`config.mk`:
```
export PLATFORM = sky130hd
export DESIGN_NAME = dm_boot_loader_flat
export DESIGN_NICKNAME = d
export VERILOG_FILES = /design/src/rtl/x9_loader_pkg.sv /design/src/rtl/dm_boot_loader_if.sv /design/src/rtl/sat_counter.sv /design/src/rtl/dm_boot_loader.sv /design/src/flat_wrapper.sv
export SDC_FILE = /design/constraint.sdc
export NUM_CORES = 1
export LEC_CHECK = 0
export BUFFER_PORTS_ARGS = -buffer_cell sky130_fd_sc_hd__buf_2
export CORE_UTILIZATION = 50
export DETAILED_ROUTE_END_ITERATION = 16
export PLACE_DENSITY_LB_ADDON = 0.05
export SLEW_MARGIN = 20
export SYNTH_ARGS = -nofsm -noshare
export SYNTH_HDL_FRONTEND = slang
export SYNTH_HIERARCHICAL = 1
export SYNTH_SLANG_ARGS = --single-unit
```
`constraint.sdc`:
```
create_clock -name clk -period 3.7 [get_ports clk]
set_clock_uncertainty 0.05 [all_clocks]
set_input_delay 0.37 -clock clk [delete_from_list [all_inputs] [get_ports clk]]
set_output_delay 0.37 -clock clk [all_outputs]
set_load 0.01 [all_outputs]
```
`src/rtl/x9_loader_pkg.sv`:
```
// x9_loader_pkg: loader FSM states and data-memory widths shared with top_level's dm1.
package x9_loader_pkg;
  localparam int LOADER_AW = 8;
  localparam int LOADER_DW = 8;
  localparam int LOADER_CW = 16;
  typedef enum logic [2:0] {SEG_BASE, SEG_CNT, SEG_DATA, LAUNCH, RUN, DONE} loader_state_e;
endpackage

```
`src/rtl/dm_boot_loader_if.sv`:
```
// dm_boot_loader_if: valid/ready byte stream feeding the boot loader.
interface dm_boot_loader_if #(parameter int DW = x9_loader_pkg::LOADER_DW);
  logic in_valid;
  logic in_ready;
  logic in_last;
  logic [DW-1:0] in_data;
  modport master(output in_valid, in_data, in_last, input in_ready);
  modport slave(input in_valid, in_data, in_last, output in_ready);
endinterface

```
`src/rtl/sat_counter.sv`:
```
// sat_counter: up-counter with synchronous clear that holds at all-ones.
module sat_counter #(parameter int CW = 16) (
  input  logic          clk,
  input  logic          clr,
  input  logic          en,
  output logic [CW-1:0] q,
  output logic          at_max
);
  assign at_max = &q;
  always_ff @(posedge clk) q <= clr ? '0 : (en && !at_max) ? q + 1'b1 : q;
endmodule

```
`src/rtl/dm_boot_loader.sv`:
```
// dm_boot_loader: streams BASE/N/data segments into data memory, then runs the CPU and counts cycles.
// Optional RUN-cycle limit enabled by LOADER_TIMEOUT_EN.
module dm_boot_loader import x9_loader_pkg::*; #(
  parameter int AW = LOADER_AW,
  parameter int DW = LOADER_DW,
  parameter int CW = LOADER_CW,
  parameter int TIMEOUT = 4096
) (
  input  logic           clk,
  input  logic           reset,
  dm_boot_loader_if.slave s,
  output logic           dm_wr_en,
  output logic [AW-1:0]  dm_addr,
  output logic [DW-1:0]  dm_wr_data,
  output logic           cpu_reset,
  input  logic           cpu_done,
  output logic           busy,
  output logic           finished,
  output logic           timed_out,
  output logic [CW-1:0]  cycles
);
`ifdef LOADER_TIMEOUT_EN
  localparam bit TO_EN = 1'b1;
`else
  localparam bit TO_EN = 1'b0;
`endif
  loader_state_e state, state_n;
  logic [AW-1:0] ptr;
  logic [DW-1:0] rem;
  logic wr_q, fire, to_hit, sat;
  assign s.in_ready = !reset && state inside {SEG_BASE, SEG_CNT, SEG_DATA};
  assign fire = s.in_valid && s.in_ready;
  assign to_hit = TO_EN && state == RUN && !cpu_done && cycles == CW'(TIMEOUT - 1);
  // a write still in flight when reset lands must not reach memory
  assign dm_wr_en = wr_q && !reset;
  assign cpu_reset = !(state == RUN || (state == DONE && !timed_out));
  assign busy = state != DONE;
  assign finished = state == DONE;
  always_comb begin
    state_n = state;
    case (state)
      SEG_BASE: if (fire) state_n = SEG_CNT;
      SEG_CNT:  if (fire) state_n = s.in_data != '0 ? SEG_DATA : s.in_last ? LAUNCH : SEG_BASE;
      SEG_DATA: if (fire && rem == DW'(1)) state_n = s.in_last ? LAUNCH : SEG_BASE;
      LAUNCH:   state_n = RUN;
      RUN:      if (cpu_done || to_hit) state_n = DONE;
      default:  state_n = DONE;
    endcase
  end
  always_ff @(posedge clk) begin
    if (reset) begin
      state <= SEG_BASE;
      ptr <= '0;
      rem <= '0;
      wr_q <= 1'b0;
      dm_addr <= '0;
      dm_wr_data <= '0;
      timed_out <= 1'b0;
    end else begin
      state <= state_n;
      wr_q <= fire && state == SEG_DATA;
      if (fire && state == SEG_BASE) ptr <= AW'(s.in_data);
      if (fire && state == SEG_CNT) rem <= s.in_data;
      if (fire && state == SEG_DATA) begin
        ptr <= ptr + 1'b1;
        rem <= rem - 1'b1;
        dm_addr <= ptr;
        dm_wr_data <= s.in_data;
      end
      if (to_hit) timed_out <= 1'b1;
    end
  end
  sat_counter #(.CW(CW)) u_cycles (
    .clk(clk),
    .clr(reset),
    .en(state == RUN && state_n == RUN && !sat),
    .q(cycles),
    .at_max(sat)
  );
endmodule

```
`src/flat_wrapper.sv`:
```
// flat-port wrapper written by rule: the top's interface ports become plain ports
module dm_boot_loader_flat import x9_loader_pkg::*;
#(
  parameter int AW = LOADER_AW,
  parameter int DW = LOADER_DW,
  parameter int CW = LOADER_CW,
  parameter int TIMEOUT = 4096
)
  (clk, reset, dm_wr_en, dm_addr, dm_wr_data, cpu_reset, cpu_done, busy, finished, timed_out, cycles, s_in_valid, s_in_data, s_in_last, s_in_ready);
  dm_boot_loader_if #(.DW(DW)) s_i ();
  input  logic clk;
  input  logic reset;
  output logic dm_wr_en;
  output logic [AW-1:0] dm_addr;
  output logic [DW-1:0] dm_wr_data;
  output logic cpu_reset;
  input  logic cpu_done;
  output logic busy;
  output logic finished;
  output logic timed_out;
  output logic [CW-1:0] cycles;
  input wire logic [$bits(s_i.in_valid)-1:0] s_in_valid;
  input wire logic [$bits(s_i.in_data)-1:0] s_in_data;
  input wire logic [$bits(s_i.in_last)-1:0] s_in_last;
  output wire logic [$bits(s_i.in_ready)-1:0] s_in_ready;
  assign s_i.in_valid = s_in_valid;
  assign s_i.in_data = s_in_data;
  assign s_i.in_last = s_in_last;
  assign s_in_ready = s_i.in_ready;
  dm_boot_loader #(.AW(AW), .DW(DW), .CW(CW), .TIMEOUT(TIMEOUT)) u_core (.clk(clk), .reset(reset), .s(s_i), .dm_wr_en(dm_wr_en), .dm_addr(dm_addr), .dm_wr_data(dm_wr_data), .cpu_reset(cpu_reset), .cpu_done(cpu_done), .busy(busy), .finished(finished), .timed_out(timed_out), .cycles(cycles));
endmodule
```
==> results.md, run 1 <==
* # fillers at 481
* Yosys reg bits at 52
* Post-Route WL at 6618 µm
* P&R area growth vs syn at 11.69%
* Post-CTS Resized at 0
* Crit-path cells: ha_1 > nand4_1 > nor4_2 > nor4bb_1 > buf_4 > and4_1 > nand3_1 > nor4_1 > mux2_1
* NetSw at 0.3958 mW
* CTS Sinks at 52
* I/O Buffers at 49
* Final Core Density at 59.10%
* Hold Buf Count CTS at 0
* RSZ-0062 raised after global routing: no
* TritonRoute pass-1 iters at 4
* CTS tree: built
* Avg WL per Cell at 14.67 µm
* Clock Tree Buf Depth at 2
* Synth Net Count at 360
* ANT cells at 0
* Async set or reset register ratio after synthesis at 0%
* Grt total ovfl at 0
* CP max stage delay at 0.37 ns
* Final hold vios at 0
* Vias in the first global route at 2404
* Sequential share of power at 52.5%
* Critical path class: flop to flop
* Total negative slack at 0 ns
* Critical path data arrival time at 2.79 ns
* First-pass GRT wire length at 11360 µm
* Number of distinct library cells after synthesis at 60
* Die height at 76.45 µm
* CP startpoint kind: flop
* R2R depth at 9
* Synth Flop Type: dfxtp_1
* Core Rows at 26
* Vias at 2642
* Detail Placement HPWL at 4554 µm
* Insertion delay to the later sink of the worst-skew pair at 0.30 ns
* Max cap viols at 0
* Met2 usage at 39.37%
* Reg2Reg Setup Slack at 1.05 ns
* Fmax at 0.3769 GHz
* Fin nets at 398
* Setup violations, final at 0
* Worst Tran Pin Value at 0.8241 ns
* Vias per cell at 5.858
* Reg2reg start: u_core/u_cycles/q[0]
* Starting Density at 52.91%
* Synth warn at 6
* R2R Path End: u_core/u_cycles/q[10]
* Largest net degree at the start of global routing at 62
* DR iter-0 viols at 137
* Setup Fix Bufs, Post-CTS at 0
* CTS buffer count at 5
* P_leak at 1.149 nW
* CTS H-Tree Depth at 2
* Crit path launch: u_core/u_cycles/q[0]
* Worst EP required at 3.84 ns
* Top cells by area, synth: dfxtp_1, nand2_1, a21oi_1, nor2_1, nand3_1
* Sequential cell area fraction in the yosys report at 37.56%
* Die area at 5845 µm²
* Final Wtd Congestion at 0.9036
* Share of the synthesized area in the top cell type at 37.56%
* Top Ports at 51
* Grt met3 use at 3.952%
* CP endpoint kind: flop
* Result of the run: completed
* Total global-route track usage at 23.51%
* Family with the most delay on the worst path: simple AND/OR/NAND/NOR gates
* Slew Limit Fails at 0
* Initial antenna violation count at 0
* Sum of buffers and inverters on the critical path at 1
* Mapped Cells at 343
* Sw Ratio at 32.20%
* Critical path depth in cells at 9
* PD cells at 397.1 nW/µm²
* Internal at 0.8333 mW
* Post-route ant nets at 0
* Post-synth EDFFs at 0
* DRC Markers at 0
* Worst hold path class: input port to flop
* Global routing usage on met1 at 31.01%
* GRT busiest layer: met2
* Final period util at 71.71%
* Leading area contributor after synthesis: dfxtp_1
* Worst path slowest cell: dfxtp_1
* Clock slew at the register clock pins of the worst setup and hold paths at 0.09 ns
* Mapped cell area at 2771 µm²
* Comb power frac at 22.6%
* Worst setup path endpoint: u_core/u_cycles/q[10]
* Power share of the clock group at 24.9%
* Root cell of the clock tree: clkbuf_8
* Post-layout min period at 2.653 ns
* Maximum VDD drop at 0.0002896 V
* Ratio of cells with drive above 1 in the final layout at 19.16%
* Avg Synthesized Cell Area at 8.080 µm²
* Chip width at 76.45 µm
* Crit path max fanout at 6
* Core Area at 5238 µm²
* Slew HR at 44.87%
[layout by cell type (no fill, tap or decap), types with 2 or more instances in the layout]
| master | instances |
|---|---|
| mux2_1 | 2 |
| a21oi_1 | 35 |
| o21ai_1 | 3 |
| o2bb2ai_1 | 2 |
| and4_1 | 3 |
| nor3_1 | 11 |
| a311oi_1 | 3 |
| inv_1 | 6 |
| buf_4 | 4 |
| nor2_1 | 21 |
| nand4_1 | 5 |
| a2111oi_0 | 2 |
| a211oi_1 | 6 |
| nand3_1 | 13 |
| o21ai_0 | 11 |
| or4b_1 | 2 |
| nand2_1 | 54 |
| nor2b_1 | 9 |
| o41ai_1 | 2 |
| clkbuf_8 | 5 |
| ha_1 | 4 |
| and3_1 | 2 |
| mux2i_1 | 4 |
| or4b_2 | 2 |
| or2_1 | 2 |
| o22ai_1 | 4 |
| buf_2 | 49 |
| or3_1 | 7 |
| o31ai_1 | 5 |
| nor4_1 | 5 |
| or4_1 | 8 |
| a21o_1 | 2 |
| nand2b_1 | 6 |
| dfxtp_1 | 52 |
| a31oi_1 | 4 |
| or2_2 | 2 |
[cell families after synthesis]
logic type | after synthesis | share of synthesized area (%)
multiplexers | 7 | 2.799
AND/OR/NAND/NOR | 162 | 31.69
adder cells (fa/ha/maj) | 4 | 1.806
other | 1 | 0.1353
flip-flops | 52 | 37.56
XOR/XNOR | 1 | 0.3161
buffers and inverters | 29 | 5.463
AO/OA/AOI/OAI | 87 | 20.23
[Yosys cell counts, types with 6 or more instances]
| master | instances |
|---|---|
| nand2_1 | 54 |
| dfxtp_1 | 52 |
| a21oi_1 | 35 |
| nor2_1 | 21 |
| clkbuf_1 | 13 |
| nand3_1 | 13 |
| nor3_1 | 11 |
| o21ai_0 | 11 |
| nor2b_1 | 9 |
| or4_1 | 8 |
| or3_1 | 7 |
| a211oi_1 | 6 |
| inv_1 | 6 |
| nand2b_1 | 6 |
[registers in the layout (all words and copies together), names as in the netlist]
register	count
u_core/u_cycles/q	16
u_core/dm_addr	8
u_core/dm_wr_data	8
u_core/ptr	8
u_core/rem	8
u_core/state	3
u_core/wr_q	1
[worst min path at each step]
stage,start,end,slack [ns],cells past startpoint
finish,s_in_data[4],u_core/dm_wr_data[4],0.28,3
floorplan,u_core/ptr[5],u_core/dm_addr[5],0.40,2
detailed placement,u_core/dm_wr_data[4],u_core/dm_wr_data[4],0.39,2
global route,s_in_data[0],u_core/dm_wr_data[0],0.27,3
CTS,s_in_data[4],u_core/dm_wr_data[4],0.27,3
global placement,u_core/dm_addr[1],u_core/dm_addr[1],0.39,2
[power groups by stage]
stage | clock, mW | combinational (mW) | sequential (mW)
3_3_place_gp | 0 | 0.270 | 0.657
6_report | 0.306 | 0.277 | 0.646
2_1_floorplan | 0 | 0.222 | 0.639
5_1_grt | 0.344 | 0.309 | 0.653
3_5_place_dp | 0 | 0.273 | 0.658
4_1_cts | 0.317 | 0.274 | 0.645
[metal layers]
metal	part of all wire, %	vias to the layer above
met5	0	-
li1	-	1327
met2	47	81
met3	4.8	4
met1	47	1230
met4	0.86	0
[final cells by class]
class	count	area (µm²)	area share (%)
inverters	7	31.28	1.011
repair buffers	53	275.3	8.892
clock buffers	5	68.82	2.223
clock inverters	2	12.51	0.4042
flip-flops and latches	52	1041	33.63
multi-input cells	262	1579	51.01
well taps	70	87.58	2.829
[worst register-to-register path: cells and delay by family, from the launching register on]
kind	cells	cell delay, ns
adder cells (fa/ha/maj)	1	0.26
buffers and inverters	1	0.20
flip-flops	1	0.37
multiplexers	1	0.35
AND/OR/NAND/NOR	6	1.31
[per-stage QoR]
stage          hold WS (ns)  std cells  total power, mW  setup slack [ns]  cell area (µm²)
2_1_floorplan        0.4040        343           0.8618             1.009             2771
3_3_place_gp         0.3933        444           0.9279             1.175             3014
3_5_place_dp         0.3941        444           0.9310             1.035             3014
4_1_cts              0.2706        451            1.236             1.031             3095
5_1_grt              0.2726        451            1.307            0.8780             3095
6_report             0.2808        451            1.229             1.047             3095
No activity file was read; power rests on OpenSTA's default activity.
==> run 2: changes to the inputs <==
- ABC_AREA: unset -> 1
- clock period: 3.7 -> 2.25 ns (I/O delays scaled with it)
==> results.md, run 2 <==
* Sequential cell area fraction in the yosys report at 36.46% (-1.1 points)
* Failing checks: DRC
* Initial antenna violation count at 0 (unchanged)
* Vias in the first global route at 2615 (+8.8%)
* P_leak at 1.522 nW (+33%)
* TritonRoute pass-1 iters at 10 (+6)
* Async set or reset register ratio after synthesis at 0% (unchanged)
* Setup violations, final at 0 (unchanged)
* Final Wtd Congestion at 0.8171 (-9.6%)
* ANT cells at 0 (unchanged)
* CP startpoint kind: flop
* Max cap viols at 0 (unchanged)
* Synth Flop Type: dfxtp_1
* Synth warn at 6 (unchanged)
* Worst hold path class: input port to flop
* Yosys reg bits at 52 (unchanged)
* Core Rows at 27 (+3.8%)
* Hold Buf Count CTS at 0 (unchanged)
* Result of the run: finished, violations left
* Leading area contributor after synthesis: dfxtp_1
* Slew Limit Fails at 0 (unchanged)
* First-pass GRT wire length at 11740 µm (+3.4%)
* Total global-route track usage at 24.42% (+0.91 points)
* Avg Synthesized Cell Area at 6.489 µm² (-20%)
* Share of the synthesized area in the top cell type at 36.46% (-1.1 points)
* Root cell of the clock tree: clkbuf_8
* Ratio of cells with drive above 1 in the final layout at 20.12% (+0.96 points)
* Top cell types by occurrence after synthesis: nand2_1, nor2_1, dfxtp_1
* Maximum VDD drop at 0.0003529 V (+22%)
* Worst slack, placed at 0.07794 ns (-0.9574 ns)
* I/O Buffers at 49 (unchanged)
* Post-layout min period at 2.103 ns (-0.5506 ns)
* DR iter-0 viols at 118 (-14%)
* Hold path startpoint: s_in_data[5]
* Most common cell after layout, fill and taps aside: nand2_1
* PD cells at 503.0 nW/µm² (+27%)
* Commonest non-fill, non-tap cells in the layout: nand2_1, nor2_1, dfxtp_1
* Crit path launch: u_core/u_cycles/q[0]
* Finished Layout Cells at 569 (+26%)
* Worst Tran Pin Value at 0.5256 ns (-0.2985 ns)
* CP endpoint kind: flop
* Largest Register: u_core/u_cycles/q
* Fin nets at 513 (+29%)
* Grt total ovfl at 0 (unchanged)
* Slew HR at 64.91% (+20 points)
* Setup Fix Bufs, Post-CTS at 0 (unchanged)
* Clock slew at the register clock pins of the worst setup and hold paths at 0.10 ns (about the same)
* Post-Route WL at 7113 µm (+7.5%)
* Avg WL per Cell at 12.50 µm (-15%)
* Post-route ant nets at 0 (unchanged)
* Most frequent cell after synthesis: nand2_1
* Largest net degree at the start of global routing at 33 (-47%)
* Vias per cell at 5.051 (-14%)
* Max FFs per register at 16 (unchanged)
* Final hold vios at 0 (unchanged)
* Critical path class: flop to flop
* Top cells by area, synth: dfxtp_1, nand2_1, nor2_1, a21oi_1, nand3_1
* Detail Placement HPWL at 5217 µm (+15%)
* Crit path max fanout at 4 (-2)
* Mapped Cells at 440 (+28%)
* Fmax at 0.4756 GHz (+26%)
* Clock Tree Buf Depth at 2 (unchanged)
* CTS tree: built
* P&R area growth vs syn at 16.26%
* Synth Net Count at 457 (+27%)
* Die height at 77.57 µm (+1.5%)
* Final period util at 93.45% (+22 points)
* Mapped cell area at 2855 µm² (+3.0%)
* Vias at 2874 (+8.8%)
* Setup WS post-layout at 0.1473 ns (-0.8994 ns)
* Top Ports at 51 (unchanged)
* Critical path data arrival time at 2.27 ns (-0.52 ns)
* Number of distinct library cells after synthesis at 31 (-48%)
* Die area at 6016 µm² (+2.9%)
* Starting Density at 51.85% (-1.1 points)
* DRC Markers at 2 (+2)
* Post-synth EDFFs at 0 (unchanged)
* Worst EP required at 2.41 ns (-1.43 ns)
* CTS Sinks at 52 (unchanged)
* CTS buffer count at 5 (unchanged)
* Core Area at 5507 µm² (+5.1%)
* # fillers at 546 (+14%)
* Reg2Reg Setup Slack at 0.15 ns (-0.90 ns)
* CTS H-Tree Depth at 2 (unchanged)
* Reg2reg start: u_core/u_cycles/q[0]
* Insertion delay to the later sink of the worst-skew pair at 0.31 ns (about the same)
* Chip width at 77.57 µm (+1.5%)
* Cell count after placement at 561 (+26%)
[run 2: cell types whose count changed after synthesis, moves of 7 or more]
cell,previous run,this run
clkbuf_1,13,3
inv_1,6,47
nand2_1,54,128
nand3_1,13,37
nor2_1,21,60
nor2b_1,9,0
nor3_1,11,2
o21ai_0,11,18
or3_1,7,0
or4_1,8,0
[run 2: cell families after synthesis]
logic type | Yosys count | share of synthesized area, %
AND/OR/NAND/NOR | 254 | 39.61
buffers and inverters | 63 | 9.158
AO/OA/AOI/OAI | 62 | 11.66
flip-flops | 52 | 36.46
XOR/XNOR | 4 | 1.227
adder cells (fa/ha/maj) | 4 | 1.753
other | 1 | 0.1313
[run 2: critical path, stage by stage (launching register included)]
cell and delay, ns:
dfxtp_1 0.32, ha_1 0.23, nand2_2 0.11, nor2_4 0.05, nand2_2 0.10, nor2_4 0.04
or2_2 0.29, nor2_2 0.12, inv_1 0.09, nor2_4 0.14, nand2_2 0.13, nor2_2 0.14
nand3_1 0.07, nand2_1 0.07, nor2_1 0.05
[run 2: cell type report]
type / count / area, µm² / area share, %
timing repair buffer: 61 / 335.3 / 10.10
sequential: 52 / 1041 / 31.36
clock buffer: 5 / 68.82 / 2.073
multi-input combinational: 325 / 1570 / 47.31
inverter: 51 / 191.4 / 5.767
tap: 72 / 90.09 / 2.714
clock inverter: 3 / 22.52 / 0.6785
[run 2: power breakdown]
group	switching (mW)	leakage [nW]	total [mW]	internal [mW]
Sequential	0.0186	0.420	0.955	0.936
Clock	0.327	0.0485	0.550	0.224
Combinational	0.105	1.05	0.165	0.0598
Total	0.450	1.52	1.67	1.22
[run 2: what timing repair did]
action	4_1_cts	5_1_grt
gates resized for setup	0	7
endpoints found under the hold margin	0	0
endpoints found under the setup margin	0	5
[run 2: path summary, 6_finish.rpt]
check                                to  depth (start not counted)
setup / recovery  u_core/u_cycles/q[14]                         14
setup reg to reg  u_core/u_cycles/q[14]                         14
hold / removal     u_core/dm_wr_data[5]                          3
hold reg to reg       u_core/dm_addr[4]                          2
[run 2: metal layers]
metal / up-vias / share of wire (%) / global-route usage [%]
li1: 1508 / - / -
met1: 1294 / 45 / 29.50
met2: 62 / 50 / 43.19
met3: 10 / 3.7 / 3.412
met4: 0 / 1.4 / 10.00
met5: - / 0 / 0
[run 2: per-stage QoR]
stage          area [µm²]  hold WS [ns]  utilization [%]     TNS, ns  power [mW]
6_report             3319        0.1359            60.28           0       1.670
5_1_grt              3319        0.1267            60.28  -0.0002576       1.765
4_1_cts              3304        0.1279            60.01           0       1.695
3_5_place_dp         3213        0.4031            58.35           0       1.140
3_3_place_gp         3213        0.3998            58.35           0       1.136
2_1_floorplan        2858        0.2441                -           0       1.084
==> run 3: changes to the inputs <==
- CORE_UTILIZATION: 50 -> 46
- clock period: 2.25 -> 1.7 ns (I/O delays scaled with it)
==> results.md, run 3 (synthesis results as in run 2) <==
* Final Wtd Congestion at 0.9102 (+11%)
* Largest net degree at the start of global routing at 26 (-21%)
* Power share of the clock group at 32.1% (-0.9 points)
* Min Hold Slack at 0.07141 ns (-0.06452 ns)
* TritonRoute pass-1 iters at 4 (-6)
* DRC Markers at 0 (-2)
* Finished Layout Cells at 626 (+10%)
* Slew Limit Fails at 0 (unchanged)
* Avg WL per Cell at 12.15 µm (-2.8%)
* Setup violations, final at 16 (+16)
* Setup WS post-layout at -0.1867 ns (-0.3340 ns)
* PD cells at 578.7 nW/µm² (+15%)
* Crit-path cells: ha_4 > nand2_4 > nor2_4 > nand2_2 > nor2_4 > or2_4 > nor2_4 > inv_4 > nor2_4 > buf_4 > buf_4 > nand3_2 > nand2_1 > nor2_1
* Largest Register: u_core/u_cycles/q
* Worst hold path class: input port to flop
* Critical path data arrival time at 2.05 ns (-0.22 ns)
* Starting Density at 47.94% (-3.9 points)
* CTS Sinks at 52 (unchanged)
* Final period util at 111.0% (+18 points)
* Commonest non-fill, non-tap cells in the layout: nand2_1, buf_4, buf_2
* Maximum VDD drop at 0.0004528 V (+28%)
* Chip width at 80.79 µm (+4.2%)
* Sw Ratio at 26.82% (-0.13 points)
* Max FFs per register at 16 (unchanged)
* NetSw at 0.6033 mW (+34%)
* ANT cells at 0 (unchanged)
* CTS buffer count at 5 (unchanged)
* DR iter-0 viols at 81 (-31%)
* Final Core Density at 65.25% (+5.0 points)
* Crit path launch: u_core/u_cycles/q[1]
* Post-route ant nets at 0 (unchanged)
* Worst Tran Pin Value at 0.5458 ns (+0.02021 ns)
* Post-Route WL at 7603 µm (+6.9%)
* Vias per cell at 4.955 (-1.9%)
* CP max stage delay at 0.37 ns (+0.05 ns)
* CP endpoint kind: flop
* CTS H-Tree Depth at 2 (unchanged)
* Worst Hold Path Cells at 3 (unchanged)
* Cell count after placement at 613 (+9.3%)
* Crit path max fanout at 3 (-1)
* RSZ-0062 raised after global routing: yes
* Grt total ovfl at 0 (unchanged)
* R2R depth at 14 (unchanged)
* Post-layout instance area at 3886 µm² (+17%)
* Placed cell area at 3651 µm² (+14%)
* Failing checks: setup timing
* Critical path class: flop to flop
* Initial antenna violation count at 0 (unchanged)
* Critical Path Most Common Cell: nor2_4
* Total global-route track usage at 24.21% (-0.20 points)
* Hold Buf Count CTS at 0 (unchanged)
* Most common cell after layout, fill and taps aside: nand2_1
* CP startpoint kind: flop
* Die height at 80.79 µm (+4.2%)
* Detail Placement HPWL at 5717 µm (+9.6%)
* First-pass GRT wire length at 12140 µm (+3.4%)
* Internal at 1.646 mW (+35%)
* Vias in the first global route at 2679 (+2.4%)
* Vias at 3102 (+7.9%)
* Core Rows at 28 (+3.7%)
* Result of the run: finished, violations left
* Final hold vios at 0 (unchanged)
* Die area at 6526 µm² (+8.5%)
* Reg2reg start: u_core/u_cycles/q[1]
* P&R area growth vs syn at 36.11%
* Post-layout min period at 1.887 ns (-0.2160 ns)
* Clock Tree Buf Depth at 2 (unchanged)
* Sequential share of power at 56.0% (-1.2 points)
* Ratio of cells with drive above 1 in the final layout at 32.67% (+13 points)
* P_leak at 1.848 nW (+21%)
* Max cap viols at 0 (unchanged)
* Hold path startpoint: s_in_data[5]
* Worst EP required at 1.86 ns (-0.55 ns)
* Core Area at 5956 µm² (+8.2%)
* Fmax at 0.5300 GHz (+11%)
* Slew HR at 63.57% (-1.3 points)
* Fin nets at 567 (+11%)
* I/O Buffers at 49 (unchanged)
* Insertion delay to the later sink of the worst-skew pair at 0.31 ns (about the same)
* Root cell of the clock tree: clkbuf_8
* Clock slew at the register clock pins of the worst setup and hold paths at 0.10 ns (about the same)
* # fillers at 570 (+4.4%)
* CTS tree: built
* Worst path slowest cell: dfxtp_4
* Worst slack, placed at -0.1953 ns (-0.2733 ns)
* Comb power frac at 11.9% (+2.0 points)
* Top Ports at 51 (unchanged)
[run 3: stage by stage]
step           power [mW]  setup TNS [ns]
2_1_floorplan       1.435         -0.7478
3_3_place_gp        1.542          -1.491
3_5_place_dp        1.545          -2.017
4_1_cts             2.270          -1.449
5_1_grt             2.356          -3.629
6_report            2.249          -2.201
[run 3: final timing paths]
path | slack, ns | end
max | -0.19 | u_core/u_cycles/q[4]
min | 0.07 | u_core/dm_wr_data[5]
max reg2reg | -0.19 | u_core/u_cycles/q[4]
min reg2reg | 0.41 | u_core/dm_addr[3]
[run 3: timing repair]
item | CTS | global route
hold endpoints to repair | 0 | 0
gates resized for setup | 14 | 21
setup endpoints to repair | 16 | 20
setup buffers | 3 | 2
pin swaps | 9 | 9
[run 3: layout make-up]
| class | instances | area [µm²] | area share [%] |
|---|---|---|---|
| Timing Repair Buffer | 115 | 764.5 | 19.67 |
| Clock inverter | 2 | 15.01 | 0.3863 |
| Tap cell | 75 | 93.84 | 2.415 |
| Sequential cell | 52 | 1052 | 27.08 |
| Clock buffer | 6 | 72.57 | 1.867 |
| Multi-Input combinational cell | 325 | 1692 | 43.53 |
| Inverter | 51 | 196.4 | 5.055 |
[run 3: power by group through the flow]
| stage | Combinational [mW] | Clock, mW | Sequential (mW) |
|---|---|---|---|
| after floorplan | 0.150 | 0 | 1.28 |
| after global placement | 0.256 | 0 | 1.29 |
| after detailed placement | 0.259 | 0 | 1.29 |
| after CTS | 0.264 | 0.749 | 1.26 |
| after global routing | 0.302 | 0.792 | 1.26 |
| final | 0.268 | 0.722 | 1.26 |
[run 3: worst max-delay path: cells and delay by family (launching register included)]
kind	cells	cell delay (ns)
DFF	1	0.37
buffers and inverters	3	0.29
adders and majority gates	1	0.17
and+or+nand+nor	10	0.91
[run 3: routing by layer]
layer / vias to the layer above / global-route usage, % / routed length (µm)
met2: 69 / 43.90 / 3984
met3: 11 / 3.483 / 254
met4: 0 / 8.214 / 126
met1: 1400 / 29.11 / 3237
met5: - / 0 / 0
li1: 1622 / - / -
